`config.mk`:
```
export PLATFORM = sky130hd
export DESIGN_NAME = inject_port_arbiter
export DESIGN_NICKNAME = d
export VERILOG_FILES = /design/src/rtl/inject_port_arbiter.sv
export SDC_FILE = /design/constraint.sdc
export NUM_CORES = 2
export LEC_CHECK = 0
export CAP_MARGIN = 20
export CORE_AREA = 2 2 350 352
export CTS_CLUSTER_DIAMETER = 150
export DETAILED_ROUTE_END_ITERATION = 10
export DIE_AREA = 0 0 352 354
export GPL_TIMING_DRIVEN = 0
export PLACE_DENSITY = 0.64
export SLEW_MARGIN = 30
export SYNTH_ARGS = -nofsm -noshare
export SYNTH_HDL_FRONTEND = slang
export SYNTH_SLANG_ARGS = --single-unit
```
`constraint.sdc`:
```
create_clock -name clk -period 26.5 [get_ports clk]
set_input_delay 5.3 -clock clk [delete_from_list [all_inputs] [get_ports clk]]
set_output_delay 5.3 -clock clk [all_outputs]
set_load 0.01 [all_outputs]
```
`src/rtl/inject_port_arbiter.sv`:
```
// Per-node injection scheduler: NREQ requesters share six router injection ports,
// round-robin per port, one registered slot per port. Optional macro: INJ_PRIO_EN.
module inject_port_arbiter #(
  parameter int NREQ = 4,
  parameter int PW   = 85
) (
  input  logic                 clk,
  input  logic                 rst,
  input  logic [NREQ-1:0]      req_valid,
  input  logic [3*NREQ-1:0]    req_dir,
  input  logic [NREQ-1:0]      req_hi,
  input  logic [PW*NREQ-1:0]   req_pkt,
  output logic [NREQ-1:0]      req_ready,
  input  logic [5:0]           port_ready,
  output logic [PW-1:0]        out_xpos_inject,
  output logic [PW-1:0]        out_ypos_inject,
  output logic [PW-1:0]        out_zpos_inject,
  output logic [PW-1:0]        out_xneg_inject,
  output logic [PW-1:0]        out_yneg_inject,
  output logic [PW-1:0]        out_zneg_inject,
  output logic [5:0]           out_valid,
  output logic                 err_illegal,
  output logic [15:0]          inj_count
);

  // Handshake: a requester holds req_valid/req_dir/req_pkt until it sees req_ready
  // high at a clock edge; req_ready is combinational and is the acceptance itself.

  localparam int PTRW = (NREQ > 1) ? $clog2(NREQ) : 1;

  logic [PTRW-1:0] rr_q   [6];
  logic [PTRW-1:0] rr_d   [6];
  logic [PW-1:0]   slot_q [6];
  logic [PW-1:0]   slot_d [6];
  logic [5:0]      vld_q, vld_d;
  logic [15:0]     cnt_q, cnt_d;
  logic [NREQ-1:0] ready_c;
  logic            err_c;

`ifndef INJ_PRIO_EN
  logic unused_hi;
  assign unused_hi = ^req_hi;
`endif

  always_comb begin : arb
    logic [NREQ-1:0] cand;
    logic            found;
    logic [PTRW-1:0] win;
    logic [PTRW-1:0] idx;
    logic [PTRW:0]   sum;
    ready_c = '0;
    err_c   = 1'b0;
    vld_d   = vld_q;
    cnt_d   = cnt_q;
    cand    = '0;
    found   = 1'b0;
    win     = '0;
    idx     = '0;
    sum     = '0;
    for (int d = 0; d < 6; d++) begin
      slot_d[d] = slot_q[d];
      rr_d[d]   = rr_q[d];
    end

    // Illegal directions are swallowed, lowest index first, without touching any pointer.
    for (int i = 0; i < NREQ; i++) begin
      if (!err_c && req_valid[i] && (req_dir[3*i +: 3] >= 3'd6)) begin
        err_c      = 1'b1;
        ready_c[i] = 1'b1;
      end
    end

    for (int d = 0; d < 6; d++) begin
      for (int i = 0; i < NREQ; i++) begin
        cand[i] = req_valid[i] && (req_dir[3*i +: 3] == 3'(d));
      end
`ifdef INJ_PRIO_EN
      if (|(cand & req_hi)) cand = cand & req_hi;
`endif
      found = 1'b0;
      win   = '0;
      for (int k = 0; k < NREQ; k++) begin
        sum = {1'b0, rr_q[d]} + (PTRW+1)'(k);
        if (sum >= (PTRW+1)'(NREQ)) sum = sum - (PTRW+1)'(NREQ);
        idx = sum[PTRW-1:0];
        if (!found && cand[idx]) begin
          found = 1'b1;
          win   = idx;
        end
      end

      if (vld_q[d] && port_ready[d]) begin
        vld_d[d]  = 1'b0;
        slot_d[d] = '0;
        cnt_d     = cnt_d + 16'd1;
      end
      // A draining slot may be refilled on the same edge.
      if (found && (!vld_q[d] || port_ready[d])) begin
        vld_d[d]     = 1'b1;
        slot_d[d]    = req_pkt[PW*win +: PW];
        ready_c[win] = 1'b1;
        rr_d[d]      = (win == PTRW'(NREQ-1)) ? '0 : win + PTRW'(1);
      end
    end
  end

  always_ff @(posedge clk or posedge rst) begin
    if (rst) begin
      vld_q <= '0;
      cnt_q <= '0;
      for (int d = 0; d < 6; d++) begin
        slot_q[d] <= '0;
        rr_q[d]   <= '0;
      end
    end else begin
      vld_q <= vld_d;
      cnt_q <= cnt_d;
      for (int d = 0; d < 6; d++) begin
        slot_q[d] <= slot_d[d];
        rr_q[d]   <= rr_d[d];
      end
    end
  end

  assign req_ready       = rst ? '0 : ready_c;
  assign err_illegal     = !rst && err_c;
  assign out_valid       = vld_q;
  assign inj_count       = cnt_q;
  assign out_xpos_inject = slot_q[0];
  assign out_ypos_inject = slot_q[1];
  assign out_zpos_inject = slot_q[2];
  assign out_xneg_inject = slot_q[3];
  assign out_yneg_inject = slot_q[4];
  assign out_zneg_inject = slot_q[5];

endmodule

```
==> results.toml <==
[outcome]
status = "finished clean"

[timing]
hold_viol = 0
period_share_pct = 59.6
whs_ns = 0.496
setup_tns_ns = 0
setup-violations-final = 0
max_freq_mhz = 63.3
finalClockSkew_ns = 0.0265
maxSlewViolCount = 0
fin_crit_ns = 15.80
rsz0062_at_grt = "no"
tightest_slew_ns = 1.18
slew_headroom_pct = 21.1

[worst_hold_path]
hold_path_class = "flop to flop"
holdCritStartpoint = "out_yneg_inject[32]"

[cts]
cts_buffers = 74
cts_root_buffer = "clkbuf_16"
clock_sinks = 544
clkLatencyLatePin_ns = 0.67
cts_tree = "built"
postCtsSetupBuffers = 0
cts.clk_slew.worst_paths_ns = 0.05
cts-resized-gates = 0
clk_path_buf_depth = 3
cts-htree-levels = 3
cts_hold_buffers = 0

[worst_setup_path]
cpPeakStageDelay_ns = 0.69
cp_cell_sequence = "clkdlybuf4s50_1 > nor2b_1 > nand3_1 > nor2_1 > o21ai_0 > and2_1 > o22a_1 > clkbuf_2 > inv_2 > clkbuf_2 > clkbuf_1 > ha_1 > a222oi_1 > a21oi_1 > clkdlybuf4s50_1"
cp.required_ns = 21.20
critPathMaxFanout = 11
r2r-start = "out_valid[1]"
end_kind = "primary output"
crit_buf_inv = 6
start_kind = "input pin"
worstPathArrival_ns = 10.50
slowest_stage = "clkbuf_1"
cp_top_family = "buffers and inverters"
crit_type = "input pin to primary output"
cp-startpoint = "req_dir[0]"

[power]
switching_share_pct = 37.2
p_sw_mw = 1.36
clkPwrFrac_pct = 30.1
leakage_nw = 21.3
power.density_nw_per_um2 = 70.9
pwr-share-seq_pct = 31.0
p_int_mw = 2.30
comb_power_share_pct = 38.9
power_mw = 3.66
peakVddDrop_uv = 48.4

[logic_synthesis]
ys_ff_latch = 544
ys_warn_count = 0
synth_area_sq_um = 37200
synthArstFlopShare_pct = 100
syn_inst = 4358
synth-edff-count = 0
synth-seq-area-share_pct = 36.6
netlist-cell-type-count = 90
avgSynthCellArea_sq_um = 8.54
synth-main-ff-cell = "dfrtp_1"
syn-num-nets = 4756

[drt]
ant_nets = 0
drt-total-wl_um = 220000
drt-initial-drc-count = 5240
wl_per_cell_um = 31.2
vias = 41800
firstDrtPassIters = 6
avgViaCountPerCell = 5.91
drcViolationCount = 0

[layout]
finalNetCount = 5761
mostFrequentLayoutCell = "nand2_1"
final_cell_count_no_fill = 7064
final_cell_mix = "1,429 x nand2_1, 898 x clkdlybuf4s50_1, 544 x dfrtp_1, 445 x o21ai_0, 369 x nand3_1"
layout-drive-gt1-share_pct = 9.54
syn_to_final_growth_pct = 38.7
post-route-util_pct = 42.7

[global_route]
grt_first_pass_wirelength_um = 309000
grt_max_degree = 88
overflow = 0
grt_pass1_vias = 40200
antenna_found_initial = 46
track_usage_pct = 34.3

[floorplanning]
die_area_sq_um = 125000
initial_utilization_pct = 30.8
rows = 128
die_h_um = 354
ios = 905
die_x_um = 352
core_area_sq_um = 121000

[placed_design]
place_congestion = 0.981
io_buffers = 898
placed_cells_incl_taps = 6912
dp_hpwl_um = 172000

[job]
cap_violations = 0
## synth_stat cells (9+ instances only)
cell type | n | share of area, %
mux4_2 | 255 | 15
nor4_1 | 17 | 0.29
clkbuf_1 | 336 | 3.4
nand4_1 | 11 | 0.18
dfrtp_1 | 544 | 37
nand2b_1 | 17 | 0.29
a21oi_1 | 31 | 0.42
and3_1 | 106 | 1.8
nand3_1 | 369 | 5.0
xnor2_1 | 47 | 1.1
o21ai_0 | 445 | 6.0
and2_1 | 19 | 0.32
xor2_1 | 14 | 0.33
a31oi_1 | 92 | 1.5
or3_1 | 11 | 0.18
buf_1 | 39 | 0.39
a22o_1 | 255 | 6.0
nor2_1 | 68 | 0.69
nand2_1 | 1429 | 14
nor2b_1 | 16 | 0.27
nor3_1 | 27 | 0.36
mux2_2 | 9 | 0.27
inv_1 | 23 | 0.23
ha_1 | 30 | 1.0
## area by class of cell
type	count	area, sq um
Multi-Input combinational cell	3404	22100
Inverter	28	113
Tap cell	1625	2030
Fill cell	11900	69300
Buffer	382	1530
Sequential cell	544	13600
Clock inverter	27	432
Timing Repair Buffer	929	9630
Antenna cell	21	52.6
Clock buffer	104	2150
## metal layers
metal,GRT usage (%),part of all wire (%),vias to the layer above
met5,0.189,0.055,-
met4,17.5,5.7,20
met3,9.71,11,538
met2,52.0,44,2663
met1,44.8,40,20900
li1,-,-,17600
## per-stage QoR
step | setup WS, ns | cell area (sq um)
after floorplan | 3.60 | 37200
after global placement | -3.50 | 48300
after detailed placement | 10.76 | 49000
after CTS | 10.74 | 51600
after global routing | 10.59 | 51600
final | 10.70 | 51700
## logic make-up after synthesis
| kind of cell | share of synthesized area [%] |
|---|---|
| DFF | 36.6 |
| AOI/OAI and AO/OA | 15.8 |
| muxes | 15.8 |
| buffers and inverters | 4.20 |
| and+or+nand+nor | 24.8 |
| adders and majority gates | 1.01 |
| xor gates and xnor gates | 1.79 |
## registers in the layout (all words and copies together), names as in the netlist
signal and cells:
inj_count 16, out_xneg_inject 85, out_zneg_inject 85, out_yneg_inject 85
out_ypos_inject 85, out_zpos_inject 85, out_valid 6, out_xpos_inject 85
rr_q 12
## power groups by stage
stage          sequential [mW]  combinational, mW  clock [mW]
4_1_cts                   1.13               1.41        1.12
5_1_grt                   1.15               1.50        1.15
3_5_place_dp              1.14               1.40           0
2_1_floorplan             1.18              0.553           0
3_3_place_gp              1.14               1.38           0
6_report                  1.13               1.42        1.10
## worst reg2reg max path: cells and delay by family (launching register included)
kind | cells | cell delay, ns
AND/OR/NAND/NOR | 5 | 2.05
AO/OA/AOI/OAI | 5 | 1.83
buffers and inverters | 3 | 1.52
XOR/XNOR | 3 | 0.54
flip-flops | 1 | 0.40
adder cells (fa/ha/maj) | 1 | 0.27
multiplexers | 1 | 0.17
## final timing paths
kind / end / slack, ns / depth (start not counted)
hold / removal: out_yneg_inject[32] / 0.50 / 2
min in group asynchronous: out_ypos_inject[77] / 5.19 / 2
hold reg to reg: out_yneg_inject[32] / 0.50 / 2
setup reg to reg: inj_count[14] / 19.61 / 18
setup / recovery: req_ready[1] / 10.70 / 15
max in group asynchronous: out_zneg_inject[55] / 19.65 / 5
(Power assumes the default switching activity.)
